File: config.mk
export PLATFORM = sky130hd
export DESIGN_NAME = user_gpio_ctrl
export DESIGN_NICKNAME = d
export VERILOG_FILES = /design/src/rtl/user_gpio_ctrl.sv
export SDC_FILE = /design/constraint.sdc
export NUM_CORES = 1
export LEC_CHECK = 0
export BUFFER_PORTS_ARGS = -buffer_cell sky130_fd_sc_hd__buf_2
export CORE_MARGIN = 1.5
export CORE_UTILIZATION = 58
export CTS_BUF_LIST = sky130_fd_sc_hd__clkbuf_16
export DETAILED_ROUTE_END_ITERATION = 6
export PLACE_DENSITY_LB_ADDON = 0.1
export SLEW_MARGIN = 25
export SYNTH_ARGS = -nofsm -noshare
export SYNTH_HDL_FRONTEND = slang
export SYNTH_SLANG_ARGS = --single-unit
export TNS_END_PERCENT = 100
File: constraint.sdc
create_clock -name clk_i -period 4.9 [get_ports clk_i]
set_clock_uncertainty 0.15 [all_clocks]
set_input_delay 0.49 -clock clk_i [delete_from_list [all_inputs] [get_ports clk_i]]
set_output_delay 0.49 -clock clk_i [all_outputs]
set_load 0.005 [all_outputs]
File: src/rtl/user_gpio_ctrl.sv
// Memory-mapped GPIO block: output/enable registers, synchronized inputs and
// per-line rise/fall edge interrupts. Each bus request completes with a one-cycle ready pulse.
module user_gpio_ctrl #(
  parameter int GPIO_NUM = 16
) (
  input  logic                clk_i,
  input  logic                rst_i,
  input  logic                mem_valid_i,
  input  logic [7:0]          mem_addr_i,
  input  logic [31:0]         mem_wdata_i,
  input  logic [3:0]          mem_wstrb_i,
  output logic                mem_ready_o,
  output logic [31:0]         mem_rdata_o,
  output logic [GPIO_NUM-1:0] gpio_out_o,
  output logic [GPIO_NUM-1:0] gpio_oe_o,
  input  logic [GPIO_NUM-1:0] gpio_in_i,
  output logic                irq_o
);

  typedef enum logic [2:0] {
    REG_OE      = 3'd0,
    REG_DO      = 3'd1,
    REG_DI      = 3'd2,
    REG_RISE_EN = 3'd3,
    REG_FALL_EN = 3'd4,
    REG_PEND    = 3'd5,
    REG_DO_SET  = 3'd6,
    REG_DO_CLR  = 3'd7
  } reg_e;

  logic [GPIO_NUM-1:0] oe_q, do_q, rise_en_q, fall_en_q, pend_q;
  logic [GPIO_NUM-1:0] s1_q, s2_q, s3_q;
  logic [GPIO_NUM-1:0] oe_d, do_d, rise_en_d, fall_en_d, pend_d;
  logic [GPIO_NUM-1:0] pend_set, pend_clr, wmask, wdata, wbits;
  logic                ready_q, irq_q;
  logic [31:0]         rdata_q, rdata_d, wmask32;
  logic                accept, wr_en;
  reg_e                reg_sel;
  logic                unused_bits;

  function automatic logic [31:0] zext(input logic [GPIO_NUM-1:0] v);
    logic [31:0] r;
    r = '0;
    r[GPIO_NUM-1:0] = v;
    return r;
  endfunction

  function automatic logic [GPIO_NUM-1:0] merge(input logic [GPIO_NUM-1:0] old_v,
                                                input logic [GPIO_NUM-1:0] new_v,
                                                input logic [GPIO_NUM-1:0] mask);
    return (old_v & ~mask) | (new_v & mask);
  endfunction

  // A request held through the ready cycle is only re-accepted the cycle after.
  assign accept  = mem_valid_i & ~ready_q;
  assign wr_en   = accept & (|mem_wstrb_i);
  assign reg_sel = reg_e'(mem_addr_i[4:2]);
  assign wmask32 = {{8{mem_wstrb_i[3]}}, {8{mem_wstrb_i[2]}},
                    {8{mem_wstrb_i[1]}}, {8{mem_wstrb_i[0]}}};
  assign wmask   = wmask32[GPIO_NUM-1:0];
  assign wdata   = mem_wdata_i[GPIO_NUM-1:0];
  assign wbits   = wdata & wmask;

  // Address bits outside [4:2] and data lanes above GPIO_NUM carry no meaning.
  assign unused_bits = ^{mem_addr_i[7:5], mem_addr_i[1:0], mem_wdata_i, wmask32};

  assign pend_set = (s2_q & ~s3_q & rise_en_q) | (~s2_q & s3_q & fall_en_q);

  always_comb begin
    oe_d      = oe_q;
    do_d      = do_q;
    rise_en_d = rise_en_q;
    fall_en_d = fall_en_q;
    pend_clr  = '0;
    rdata_d   = '0;

    if (accept) begin
      case (reg_sel)
        REG_OE:      rdata_d = zext(oe_q);
        REG_DO:      rdata_d = zext(do_q);
        REG_DI:      rdata_d = zext(s2_q);
        REG_RISE_EN: rdata_d = zext(rise_en_q);
        REG_FALL_EN: rdata_d = zext(fall_en_q);
        REG_PEND:    rdata_d = zext(pend_q);
        default:     rdata_d = '0;
      endcase
    end

    if (wr_en) begin
      case (reg_sel)
        REG_OE:      oe_d      = merge(oe_q, wdata, wmask);
        REG_DO:      do_d      = merge(do_q, wdata, wmask);
        REG_RISE_EN: rise_en_d = merge(rise_en_q, wdata, wmask);
        REG_FALL_EN: fall_en_d = merge(fall_en_q, wdata, wmask);
        REG_PEND:    pend_clr  = wbits;
        REG_DO_SET:  do_d      = do_q | wbits;
        REG_DO_CLR:  do_d      = do_q & ~wbits;
        default:     ;
      endcase
    end

    // A new edge event wins over a simultaneous write-1-to-clear.
    pend_d = (pend_q & ~pend_clr) | pend_set;
  end

  always_ff @(posedge clk_i) begin
    if (rst_i) begin
      oe_q      <= '0;
      do_q      <= '0;
      rise_en_q <= '0;
      fall_en_q <= '0;
      pend_q    <= '0;
      s1_q      <= '0;
      s2_q      <= '0;
      s3_q      <= '0;
      ready_q   <= 1'b0;
      rdata_q   <= '0;
      irq_q     <= 1'b0;
    end else begin
      oe_q      <= oe_d;
      do_q      <= do_d;
      rise_en_q <= rise_en_d;
      fall_en_q <= fall_en_d;
      pend_q    <= pend_d;
      s1_q      <= gpio_in_i;
      s2_q      <= s1_q;
      s3_q      <= s2_q;
      ready_q   <= accept;
      rdata_q   <= rdata_d;
      irq_q     <= |pend_d;
    end
  end

  assign mem_ready_o = ready_q;
  assign mem_rdata_o = rdata_q;
  assign gpio_out_o  = do_q;
  assign gpio_oe_o   = oe_q;
  assign irq_o       = irq_q;

endmodule

# Yosys cells after proc, flatten, opt, wreduce, memory -nomap -nowiden
# Index checks and enable logic that the tools add are counted.
[totals] ff_bits=162 in_bits=63 elab_cells=58
[op_classes] eq_ne=7 n_mux=4 bitwise_logic=27 reduce_logical=9
[ops] cell="16-bit bitwise AND" n=11
[ops] cell="16-bit OR" n=7
[ops] cell="16-bit one-hot mux with 6 select lines" n=1
[ops] cell="16-bit inverter" n=5
[ops] cell="16-bit one-hot mux with 3 select lines" n=1
[ops] cell="16-bit two-way mux" n=2
[ops] cell="16-bit OR reduction" n=1
[ops] cell="3-bit == test (second input constant)" n=4
[ops] cell="2-bit AND reduction" n=4
[ops] cell="3-bit by 2-bit == test with 1-bit output (second input constant)" n=2
[ops] cell="4-bit OR reduction" n=1
[ops] cell="3-bit by 1-bit == test with 1-bit output (second input constant)" n=1
[ops] cell="3-bit zero test" n=1
[ops] cell="3-bit nonzero test" n=1
[ops] cell="1-bit bitwise AND" n=2
[ops] cell="1-bit inverter" n=2
[ops] cell="2-bit OR reduction" n=1

# Longest topological paths before layout
[logic_depth] ltp_word=8 ltp_mapped=7

# Worst setup path before layout
# No wires, ideal clock.
[synth_path] path_type="in2reg" from="in mem_addr_i[3]" to="reg irq_q (netlist: irq_o)" t_arrival_ns=1.641 t_required_ns=4.610 path_slack_ns=2.969 stages=7 path_buffers=2 cell_sequence="buf_6 > nand3b_4 > buf_6 > o31ai_2 > o211ai_1 > nor4_1 > a41oi_1"
[synth_between] elab_chain_len=7
[synth_rtl] item="start, declared" line="9" rtl="input logic [7:0] mem_addr_i,"
[synth_rtl] item="3-bit == test" line="90" rtl="case (reg_sel)"
[synth_rtl] item="16-bit two-way mux" line="90"
[synth_rtl] item="16-bit two-way mux" line="89" rtl="if (wr_en) begin"
[synth_rtl] item="16-bit inverter" line="103" rtl="pend_d = (pend_q & ~pend_clr) | pend_set;"
[synth_rtl] item="16-bit bitwise AND" line="103"
[synth_rtl] item="16-bit OR" line="103"
[synth_rtl] item="16-bit OR reduction" line="130" rtl="irq_q <= |pend_d;"
[synth_rtl] item="end signal, assigned" line="130"
[synth_rtl] item="end, declared" line="35" rtl="logic ready_q, irq_q;"
# No other way between the ends.
# A chain may end at the register's enable or synchronous reset.

# Final worst setup path
[layout_path] from="reg ready_q (netlist: mem_ready_o)" to="reg do_q[14] (netlist: gpio_out_o[14])"
[layout_between] elab_chain_len=4
[layout_rtl] item="start, declared" line="35"
[layout_rtl] item="start signal, assigned" line="128" rtl="ready_q <= accept;"
[layout_rtl] item="1-bit inverter" line="55" rtl="assign accept = mem_valid_i & ~ready_q;"
[layout_rtl] item="1-bit bitwise AND" line="55"
[layout_rtl] item="1-bit bitwise AND" line="56" rtl="assign wr_en = accept & (|mem_wstrb_i);"
[layout_rtl] item="2-bit AND reduction (no source line)"
[layout_rtl] item="end signal, assigned" line="121" rtl="do_q <= do_d;"
[layout_rtl] item="end, declared" line="31" rtl="logic [GPIO_NUM-1:0] oe_q, do_q, rise_en_q, fall_en_q, pend_q;"
# No other way between the ends.

==> impl_metrics.csv <==
group,metric,value,unit
run_status,outcome,"finished clean",
worst_setup_path,cp.required,5.01,ns
final_layout,mostFrequentLayoutCell,"dfxtp_1",
power_and_ir_drop,power.leakage,2.55,nW
timing,maxSlewViolCount,0,
floorplanning,core,0.00977,mm²
worst_setup_path,cp.arrival,2.75,ns
synthesis,ys_ff_latch,146,
timing,fmax,379,MHz
power_and_ir_drop,ir_drop,229,µV
final_layout,drive_above_1_share,19.3,%
synthesis,syn_area,0.00582,mm²
clocking,cts_resized,0,
global_route,grt_pass1_wl,23200,µm
clocking,clk_pin_slew,0.06,ns
global_route,grt_pass1_vias,4329,
synthesis,ys_warn_count,0,
floorplanning,pin_count,129,
clocking,cts_made_buffers,17,
synthesis,netlist_top_cells_area,"dfxtp_1 50%, mux2i_1 8.3%, nor2b_1 7.0%, a22oi_1 6.2%, nor2_1 3.3%",
synthesis,yosysSeqAreaShare,50.2,%
timing,fin_crit_sh,53.8,%
drt,vias_per_cell,5.92,
place,placed_cell_area,0.00621,mm²
final_layout,final_cell_mix,"146 x dfxtp_1, 90 x buf_2, 65 x nor2b_1, 51 x nor2_1",
floorplanning,start_util,59.5,%
power_and_ir_drop,p_total,2.69,mW
worst_setup_path,start_kind,"flop",
clocking,ctsHtreeMaxLevel,4,
clocking,clock-root-buffer,"clkbuf_16",
final_layout,stdcell_area,0.00680,mm²
clocking,cts_setup_buffers,0,
global_route,met3_usage,8.54,%
place,dp_hpwl,8850,µm
timing,period_needed,2.64,ns
clocking,cts.path.max_buffers,2,
synthesis,synthCells,607,
clocking,cts_hold_buffers,0,
final_layout,antenna_cells,0,
final_layout,num-nets-final,741,
synthesis,synth_edf_count,0,
clocking,clk_latency,0.42,ns
global_route,use_met2,41.5,%
timing,tns,0,ns
floorplanning,rows,36,
worst_setup_path,cp-end-kind,"flop",
synthesis,synth_cell_type_count,32,
global_route,grt_max_degree,79,
place,port_buffers,91,
worst_hold_path,min-delay-start,"gpio_in_i[10]",
drt,routed_wirelength,15300,µm
global_route,overflow,0,
synthesis,async_flop_share,0,%
drt,drcViolationCount,0,
worst_setup_path,r2r_start,"mem_ready_o",
timing,hold_violations,0,
drt,wl_per_cell,18.6,µm
timing,worst_slew_pin_slew,1.02,ns
drt,vias,4870,
timing,slew_headroom,32.1,%
run,cap_viol_max_count,0,
drt,antenna_left,0,
worst_setup_path,setup.worst_path.class,"reg -> reg",
drt,drt_pass1_iterations,5,
synthesis,synthFlopType,"dfxtp_1",
global_route,use_met1,42.4,%
synthesis,yosysTopAreaCell,"dfxtp_1",
timing,setup_viol,0,
worst_setup_path,startpoint,"mem_ready_o",
place,gp_congestion,0.838,
global_route,grt_busiest_layer,"met1",
final_layout,syn2layout_area_growth,16.9,%
synthesis,syn_avg_cell_area,9.59,µm²
floorplanning,die_x,103,µm
worst_setup_path,path_max_fanout,17,
drt,drt-initial-drc-count,463,
clocking,cts_tree,"built",
floorplanning,dieArea,0.0106,mm²
timing,fin_hold_ws,0.132,ns
clocking,numClockSinks,146,
synthesis,synth.top_cell.area_share,50.2,%
timing,rsz0062_at_grt,"no",
global_route,grt_usage,29.6,%
global_route,antenna_found_initial,0,
floorplanning,fp.dieH,103,µm
power_and_ir_drop,p_per_area,395,mW/mm²
worst_hold_path,hold_class,"in -> reg",
## Yosys cell counts, types with 2 or more instances
cell type  count
clkbuf_1      24
mux2i_1       48
a31oi_1       16
o31ai_2        2
a21oi_1       16
nor2b_1       65
nor2_2         4
o21ai_0       32
and3_1         2
nand2_1       37
and3b_1        2
nand3_1       16
a22oi_1       48
o31ai_1       14
o211ai_1      16
nand3b_1      17
buf_4         20
buf_2         12
nand2b_1       3
buf_6          2
nor4_1         5
dfxtp_1      146
nor2_1        51
## per-stage QoR
step | cells | utilization [%] | setup slack (ns)
detailed placement | 792 | 63.5 | 2.11
global placement | 792 | 63.5 | 2.23
finish | 823 | 69.6 | 2.26
floorplan | 622 | - | 2.97
global route | 823 | 69.6 | 2.13
CTS | 823 | 69.6 | 2.32
## worst max-delay path, cell delays in order (launching register included)
cell and delay (ns):
dfxtp_1 0.31, nand2b_1 0.61, nor2_1 0.32, nand2_1 0.56, o21ai_0 0.42, a21oi_1 0.11
## per-layer routing
metal,vias to the layer above,part of all wire [%]
li1,2259,-
met3,29,9.1
met4,0,1.8
met2,278,44
met5,-,0
met1,2304,45
## area by class of cell
class	count	area, µm²
Clock buffer	17	425
Clock inverter	14	170
Fill cell	793	2970
Inverter	1	3.75
Multi-Input combinational cell	417	2630
Sequential cell	146	2920
Tap cell	133	166
Timing Repair Buffer	95	488
## cells by family (layout without fill, tap and decap cells)
kind of cell / Yosys count / count (layout) / synth area share [%]
other: 1 / 16 / 0.0644
muxes: 48 / 48 / 8.26
and+or+nand+nor: 207 / 207 / 19.2
buffers and inverters: 59 / 127 / 5.61
DFF: 146 / 146 / 50.2
AOI/OAI and AO/OA: 146 / 146 / 16.6
## where the power goes
part	internal [mW]	switching, mW
Clock	0.836	0.477
Sequential	1.21	0.0158
Combinational	0.0463	0.101
## worst paths after layout
path	endpoint	slack (ns)	depth (start not counted)
setup / recovery	gpio_out_o[14]	2.26	5
hold / removal	s1_q[10]	0.13	2
setup reg to reg	gpio_out_o[14]	2.26	5
hold reg to reg	s2_q[4]	0.28	1
No activity file was read; power rests on OpenSTA's default activity.
